`config.mk`:
```
export PLATFORM = sky130hd
export DESIGN_NAME = noc_input_port
export DESIGN_NICKNAME = d
export VERILOG_FILES = /design/src/rtl/noc_pkg.sv /design/src/rtl/noc_flit_fifo.sv /design/src/rtl/noc_input_port.sv
export SDC_FILE = /design/constraint.sdc
export NUM_CORES = 1
export LEC_CHECK = 0
export BUFFER_PORTS_ARGS = -buffer_cell sky130_fd_sc_hd__buf_2
export CAP_MARGIN = 15
export CORE_MARGIN = 4
export CORE_UTILIZATION = 43
export DETAILED_ROUTE_END_ITERATION = 7
export PLACE_DENSITY = 0.68
export SLEW_MARGIN = 10
export SYNTH_ARGS = -nofsm -noshare
export SYNTH_HDL_FRONTEND = slang
export SYNTH_SLANG_ARGS = --single-unit
```
`constraint.sdc`:
```
create_clock -name clk -period 7.6 [get_ports clk]
set_input_delay 0 -clock clk [delete_from_list [all_inputs] [get_ports clk]]
set_output_delay 0 -clock clk [all_outputs]
set_load 0.03 [all_outputs]
```
`src/rtl/noc_pkg.sv`:
```
// Shared NoC definitions: flit type encodings, header field positions,
// output-port indices and the XY routing helper.
package noc_pkg;

  localparam int FLIT_W   = 32;
  localparam int TYPE_HI  = 31;
  localparam int TYPE_LO  = 30;
  localparam int DST_X_LO = 24;
  localparam int DST_Y_LO = 20;
  localparam int COORD_W  = 4;

  localparam int PORT_L   = 0;
  localparam int PORT_N   = 1;
  localparam int PORT_E   = 2;
  localparam int PORT_S   = 3;
  localparam int PORT_W   = 4;
  localparam int PORT_NUM = 5;

  typedef enum logic [1:0] {
    FLIT_BODY   = 2'b00,
    FLIT_TAIL   = 2'b01,
    FLIT_HEAD   = 2'b10,
    FLIT_SINGLE = 2'b11
  } flit_type_e;

  typedef enum logic [1:0] {
    ST_IDLE = 2'd0,
    ST_REQ  = 2'd1,
    ST_XFER = 2'd2
  } port_state_e;

  // Dimension-ordered routing: resolve X first, then Y, else eject locally.
  function automatic logic [PORT_NUM-1:0] xy_route(
    input logic [COORD_W-1:0] dst_x,
    input logic [COORD_W-1:0] dst_y,
    input logic [COORD_W-1:0] here_x,
    input logic [COORD_W-1:0] here_y
  );
    logic [PORT_NUM-1:0] req;
    req = '0;
    if (dst_x > here_x)      req[PORT_E] = 1'b1;
    else if (dst_x < here_x) req[PORT_W] = 1'b1;
    else if (dst_y > here_y) req[PORT_N] = 1'b1;
    else if (dst_y < here_y) req[PORT_S] = 1'b1;
    else                     req[PORT_L] = 1'b1;
    return req;
  endfunction

endpackage

```
`src/rtl/noc_flit_fifo.sv`:
```
// DEPTH x WIDTH synchronous FIFO with push/pop/full/empty/count.
// A push while full is accepted only if a pop happens in the same cycle.
module noc_flit_fifo #(
  parameter int DEPTH = 4,
  parameter int WIDTH = 32
) (
  input  logic                     clk,
  input  logic                     rst,
  input  logic                     push,
  input  logic [WIDTH-1:0]         push_data,
  input  logic                     pop,
  output logic [WIDTH-1:0]         head_data,
  output logic                     full,
  output logic                     empty,
  output logic [$clog2(DEPTH):0]   count
);

  localparam int AW = $clog2(DEPTH);

  logic [WIDTH-1:0] mem [DEPTH];
  logic [AW-1:0]    wr_ptr;
  logic [AW-1:0]    rd_ptr;
  logic             do_push;
  logic             do_pop;

  assign empty     = (count == '0);
  assign full      = (count == (AW+1)'(DEPTH));
  assign do_pop    = pop && !empty;
  assign do_push   = push && (!full || do_pop);
  assign head_data = mem[rd_ptr];

  // Pointer and occupancy bookkeeping; pointers wrap naturally.
  always_ff @(posedge clk) begin
    if (rst) begin
      wr_ptr <= '0;
      rd_ptr <= '0;
      count  <= '0;
    end else begin
      if (do_push) wr_ptr <= wr_ptr + 1'b1;
      if (do_pop)  rd_ptr <= rd_ptr + 1'b1;
      case ({do_push, do_pop})
        2'b10:   count <= count + 1'b1;
        2'b01:   count <= count - 1'b1;
        default: count <= count;
      endcase
    end
  end

  // Storage array; contents need no reset since empty gates every read.
  always_ff @(posedge clk) begin
    if (do_push) mem[wr_ptr] <= push_data;
  end

endmodule

```
`src/rtl/noc_input_port.sv`:
```
// Router input port: flit buffer, credit return, XY route computation and
// request/transfer FSM toward the switch allocator and crossbar.
// Optional error detection is enabled by defining NOC_INPUT_PORT_ERRCHK_EN.
module noc_input_port
  import noc_pkg::*;
#(
  parameter int DEPTH   = 4,
  parameter int LOCAL_X = 0,
  parameter int LOCAL_Y = 0
) (
  input  logic                clk,
  input  logic                rst,
  input  logic [FLIT_W-1:0]   i_flit,
  input  logic                i_flit_valid,
  output logic                o_credit,
  output logic [PORT_NUM-1:0] o_req,
  input  logic                i_grant,
  output logic [FLIT_W-1:0]   o_flit,
  output logic                o_flit_valid,
  input  logic                i_ready,
  output logic [1:0]          o_err
);

  localparam logic [COORD_W-1:0] HERE_X = COORD_W'(LOCAL_X);
  localparam logic [COORD_W-1:0] HERE_Y = COORD_W'(LOCAL_Y);

  port_state_e         state_q, state_d;
  logic [PORT_NUM-1:0] route_q;
  logic                first_q;
  logic                credit_q;
  logic [FLIT_W-1:0]   head_flit;
  logic                fifo_full;
  logic                fifo_empty;
  logic [$clog2(DEPTH):0] fifo_count;
  logic                pop;
  logic                flit_valid;
  flit_type_e          head_type;
  logic                head_is_head;
  logic                head_is_tail;

  noc_flit_fifo #(.DEPTH(DEPTH), .WIDTH(FLIT_W)) u_fifo (
    .clk       (clk),
    .rst       (rst),
    .push      (i_flit_valid),
    .push_data (i_flit),
    .pop       (pop),
    .head_data (head_flit),
    .full      (fifo_full),
    .empty     (fifo_empty),
    .count     (fifo_count)
  );

  assign head_type    = flit_type_e'(head_flit[TYPE_HI:TYPE_LO]);
  assign head_is_head = (head_type == FLIT_HEAD) || (head_type == FLIT_SINGLE);
  assign head_is_tail = (head_type == FLIT_TAIL) || (head_type == FLIT_SINGLE);

  // Next-state, pop and crossbar-valid decode; stray body/tail in IDLE is dropped.
  always_comb begin
    state_d    = state_q;
    pop        = 1'b0;
    flit_valid = 1'b0;
    case (state_q)
      ST_IDLE: begin
        if (!fifo_empty) begin
          if (head_is_head) state_d = ST_REQ;
          else              pop     = 1'b1;
        end
      end
      ST_REQ: begin
        if (i_grant && (route_q != '0)) state_d = ST_XFER;
      end
      ST_XFER: begin
        flit_valid = !fifo_empty;
        if (flit_valid && i_ready) begin
          pop = 1'b1;
          if (head_is_tail) state_d = ST_IDLE;
        end
      end
      default: state_d = ST_IDLE;
    endcase
  end

  // FSM state register.
  always_ff @(posedge clk) begin
    if (rst) state_q <= ST_IDLE;
    else     state_q <= state_d;
  end

  // Route is latched on REQ entry and held until the tail leaves; first_q marks the head slot.
  always_ff @(posedge clk) begin
    if (rst) begin
      route_q <= '0;
      first_q <= 1'b0;
    end else begin
      if (state_q == ST_IDLE && state_d == ST_REQ)
        route_q <= xy_route(head_flit[DST_X_LO +: COORD_W],
                            head_flit[DST_Y_LO +: COORD_W], HERE_X, HERE_Y);
      else if (state_q == ST_XFER && state_d == ST_IDLE)
        route_q <= '0;
      if (state_q == ST_REQ && state_d == ST_XFER) first_q <= 1'b1;
      else if (pop)                               first_q <= 1'b0;
    end
  end

  // One credit pulse per popped flit, one cycle after the pop.
  always_ff @(posedge clk) begin
    if (rst) credit_q <= 1'b0;
    else     credit_q <= pop;
  end

  assign o_credit     = credit_q;
  assign o_req        = route_q;
  assign o_flit_valid = flit_valid;
  assign o_flit       = flit_valid ? head_flit : '0;

`ifdef NOC_INPUT_PORT_ERRCHK_EN
  logic [1:0] err_q;
  logic       overflow;
  logic       frame_idle;
  logic       frame_mid;

  assign overflow   = i_flit_valid && fifo_full && !pop;
  assign frame_idle = (state_q == ST_IDLE) && !fifo_empty && !head_is_head;
  assign frame_mid  = (state_q == ST_XFER) && !first_q && !fifo_empty && head_is_head;

  // Sticky error flags, cleared only by reset.
  always_ff @(posedge clk) begin
    if (rst) err_q <= '0;
    else     err_q <= err_q | {frame_idle || frame_mid, overflow};
  end

  assign o_err = err_q;
`else
  assign o_err = 2'b00;
`endif

endmodule

```
==> flow_metrics.py <==
metrics = {
    "placed_design": {
        "place.gp.congestion": 0.746,
        "dp_hpwl_um": 6660,
        "dp_slack_ns": 4.36,
        "io_buffers": 73,
    },
    "clock_network": {
        "cts_max_level": 4,
        "clk_pin_slew_worst_paths_ns": 0.06,
        "cts_setup_buffers": 0,
        "cts_buffer_depth": 2,
        "cts_resized": 0,
        "cts_tree": "done",
        "cts-root-buf": "clkbuf_16",
        "cts_buffers": 17,
        "cts.sinks": 143,
        "clock_latency_ns": 0.41,
    },
    "setup_path": {
        "reg2reg_depth": 9,
        "slowest_stage": "dfxtp_2",
        "worstSetupEndpointType": "flip-flop",
        "worst_ep_arrival_time_ns": 3.48,
        "critical_path_depth": 9,
        "criticalPathCategory": "flip-flop to flip-flop",
        "crit_buf_inv": 1,
        "cp_cell_sequence": "mux4_2, nor4_4, or2_1, ha_1, inv_1, fa_1, xor2_1, or3_1, a21oi_1",
        "cp-start-kind": "flip-flop",
        "cpPeakStageDelay_ns": 0.90,
        "critPathMaxFanout": 32,
        "required_ns": 7.94,
        "cp_top_family": "flip-flops",
    },
    "hold_path": {
        "worstHoldPathType": "input port to flip-flop",
        "holdPathStages": 2,
    },
    "floorplan": {
        "dieWidth_um": 123,
        "dieArea_mm2": 0.0152,
        "pin_count": 78,
        "die_y_um": 123,
        "core.rowCount": 41,
        "start_util_pct": 44.4,
        "design.core.area_mm2": 0.0128,
    },
    "layout": {
        "layout-drive-gt1-share_pct": 34.7,
        "antennaDiodeCount": 0,
        "nFillCells": 1040,
        "utilization_pct": 55.6,
        "fin_nets": 459,
        "seqCellArea_mm2": 0.00415,
        "multi_input_area_mm2": 0.00144,
        "area_growth_pct": 25.1,
    },
    "logic_synthesis": {
        "yosysTopAreaCellShare_pct": 67.4,
        "syn_area_per_cell_um2": 18.9,
        "synthArstFlopShare_pct": 0,
        "ys_types": 38,
        "ys_seq_elements": 143,
        "yosysSeqAreaShare_pct": 72.7,
        "yosys.cell_count.top_type": "edfxtp_1",
        "synthCells": 302,
        "yosys_warnings": 0,
        "syn_area_mm2": 0.00570,
        "synthTopCellsByArea": "edfxtp_1 (67%), mux4_2 (13%), dfxtp_1 (5.3%)",
        "yosysTopAreaCell": "edfxtp_1",
        "ys.flop_type": "edfxtp_1",
        "synth_edf_count": 128,
        "synth_common_cells": "edfxtp_1 (128), and3_1 (34), mux4_2 (32)",
    },
    "global_routing": {
        "antenna_found_initial": 0,
        "grt_pass1_wl_um": 17800,
        "grt.total_usage_pct": 16.0,
        "grt_pass1_vias": 3289,
        "grt.overflow.total": 0,
        "grt_max_degree": 41,
    },
    "drt": {
        "routed_wl_um": 11300,
        "drt-initial-drc-count": 191,
        "route.detailed.drc": 0,
        "routedWlPerCell_um": 18.8,
        "vias": 3126,
        "firstDrtPassIters": 4,
        "ant_nets": 0,
        "viasPerCell": 5.20,
    },
    "sta": {
        "fmax_ghz": 0.318,
        "finalClockSkew_ns": 0.00708,
        "drv_slew": 0,
        "rsz0062_at_grt": "false",
        "min_period_ns": 3.15,
        "hold_viol_final": 0,
        "finalCritPeriodShare_pct": 41.4,
        "fin_tns_setup_ns": 0,
        "tightest_slew_ns": 0.901,
        "relSlewSlack_pct": 39.9,
        "fin_ws_ns": 4.45,
        "holdWs_ns": 0.339,
        "setup_viol": 0,
    },
    "pwr": {
        "power_leakage_nw": 2.64,
        "power.density_mw_per_mm2": 330,
        "peakVddDrop_mv": 0.200,
    },
    "status": {
        "status": "finished, final reports clean",
    },
    "flow_run": {
        "drv_cap": 0,
    },
}
-- timing repair --
| action | CTS | global route |
|---|---|---|
| endpoints found under the hold margin | 141 | 0 |
| hold buffers | 37 | 0 |
| setup endpoints to repair | 0 | 0 |
-- worst paths after layout --
kind / start / end / slack (ns)
setup reg to reg: flip-flop / u_fifo.count[2]$_SDFFE_PP0P_ / 4.45
hold / removal: i_flit[16] / u_fifo.mem[2][16]$_DFFE_PP_ / 0.34
hold reg to reg: o_req[0]$_SDFFE_PP0P_ / o_req[0]$_SDFFE_PP0P_ / 0.51
setup / recovery: flip-flop / u_fifo.count[2]$_SDFFE_PP0P_ / 4.45
-- cell families (layout without fill, tap and decap cells) --
logic type	after synthesis	after routing	synth area share (%)
other cells	1	4	0.0658
simple gates	74	74	8.12
compound gates	17	17	2.04
fa+ha+maj	6	6	1.45
mux	33	33	12.8
flops	143	143	72.7
xor+xnor	2	2	0.307
buf+inv	26	150	2.48
-- flip-flops by register name, indices dropped and copies added (netlist names), named ones only --
signal / flops
u_fifo.wr_ptr: 2
u_fifo.mem: 128
state_q: 2
u_fifo.count: 3
o_req: 3
o_credit: 1
u_fifo.rd_ptr: 2
-- power by group --
part	internal [W]	switching, W
clock	0.000455	0.000326
sequential	0.000978	0.0000513
combinational	0.000238	0.000308
total	0.00167	0.000686
-- cell usage in the layout (no fill, tap or decap), types with 5 or more instances in the layout --
| cell type | Yosys | routed |
|---|---|---|
| and3_1 | 34 | 34 |
| nor2_1 | 9 | 9 |
| ha_1 | 5 | 5 |
| clkbuf_16 | 0 | 17 |
| edfxtp_1 | 128 | 128 |
| a21oi_1 | 6 | 6 |
| clkinvlp_4 | 0 | 5 |
| buf_2 | 4 | 73 |
| nand3_1 | 6 | 6 |
| dlygate4sd3_1 | 0 | 37 |
| dfxtp_1 | 15 | 13 |
| inv_1 | 6 | 6 |
| mux4_2 | 32 | 32 |
-- through the flow --
stage	area, um^2	power [W]	cells
4_1_cts	7130	0.00238	601
3_5_place_dp	6200	0.00158	532
6_report	7130	0.00236	601
3_3_place_gp	6200	0.00156	532
5_1_grt	7130	0.00247	601
2_1_floorplan	5710	0.00146	305
-- layout make-up --
class	count	share of cell area, %
flip-flops and latches	143	58.1
multi-input cells	136	20.1
repair buffers	112	10.5
clock buffers	18	6.02
well taps	172	3.02
clock inverters	14	1.86
inverters	6	0.316
-- layer usage --
metal | track usage (%) | part of all wire, % | vias to the layer above
met5 | 0 | 0 | -
met4 | 5.19 | 1.0 | 0
met3 | 4.57 | 6.4 | 11
met2 | 25.9 | 50 | 106
met1 | 21.2 | 42 | 1567
li1 | - | - | 1442
Note: power is estimated with default switching activity, not from simulation.
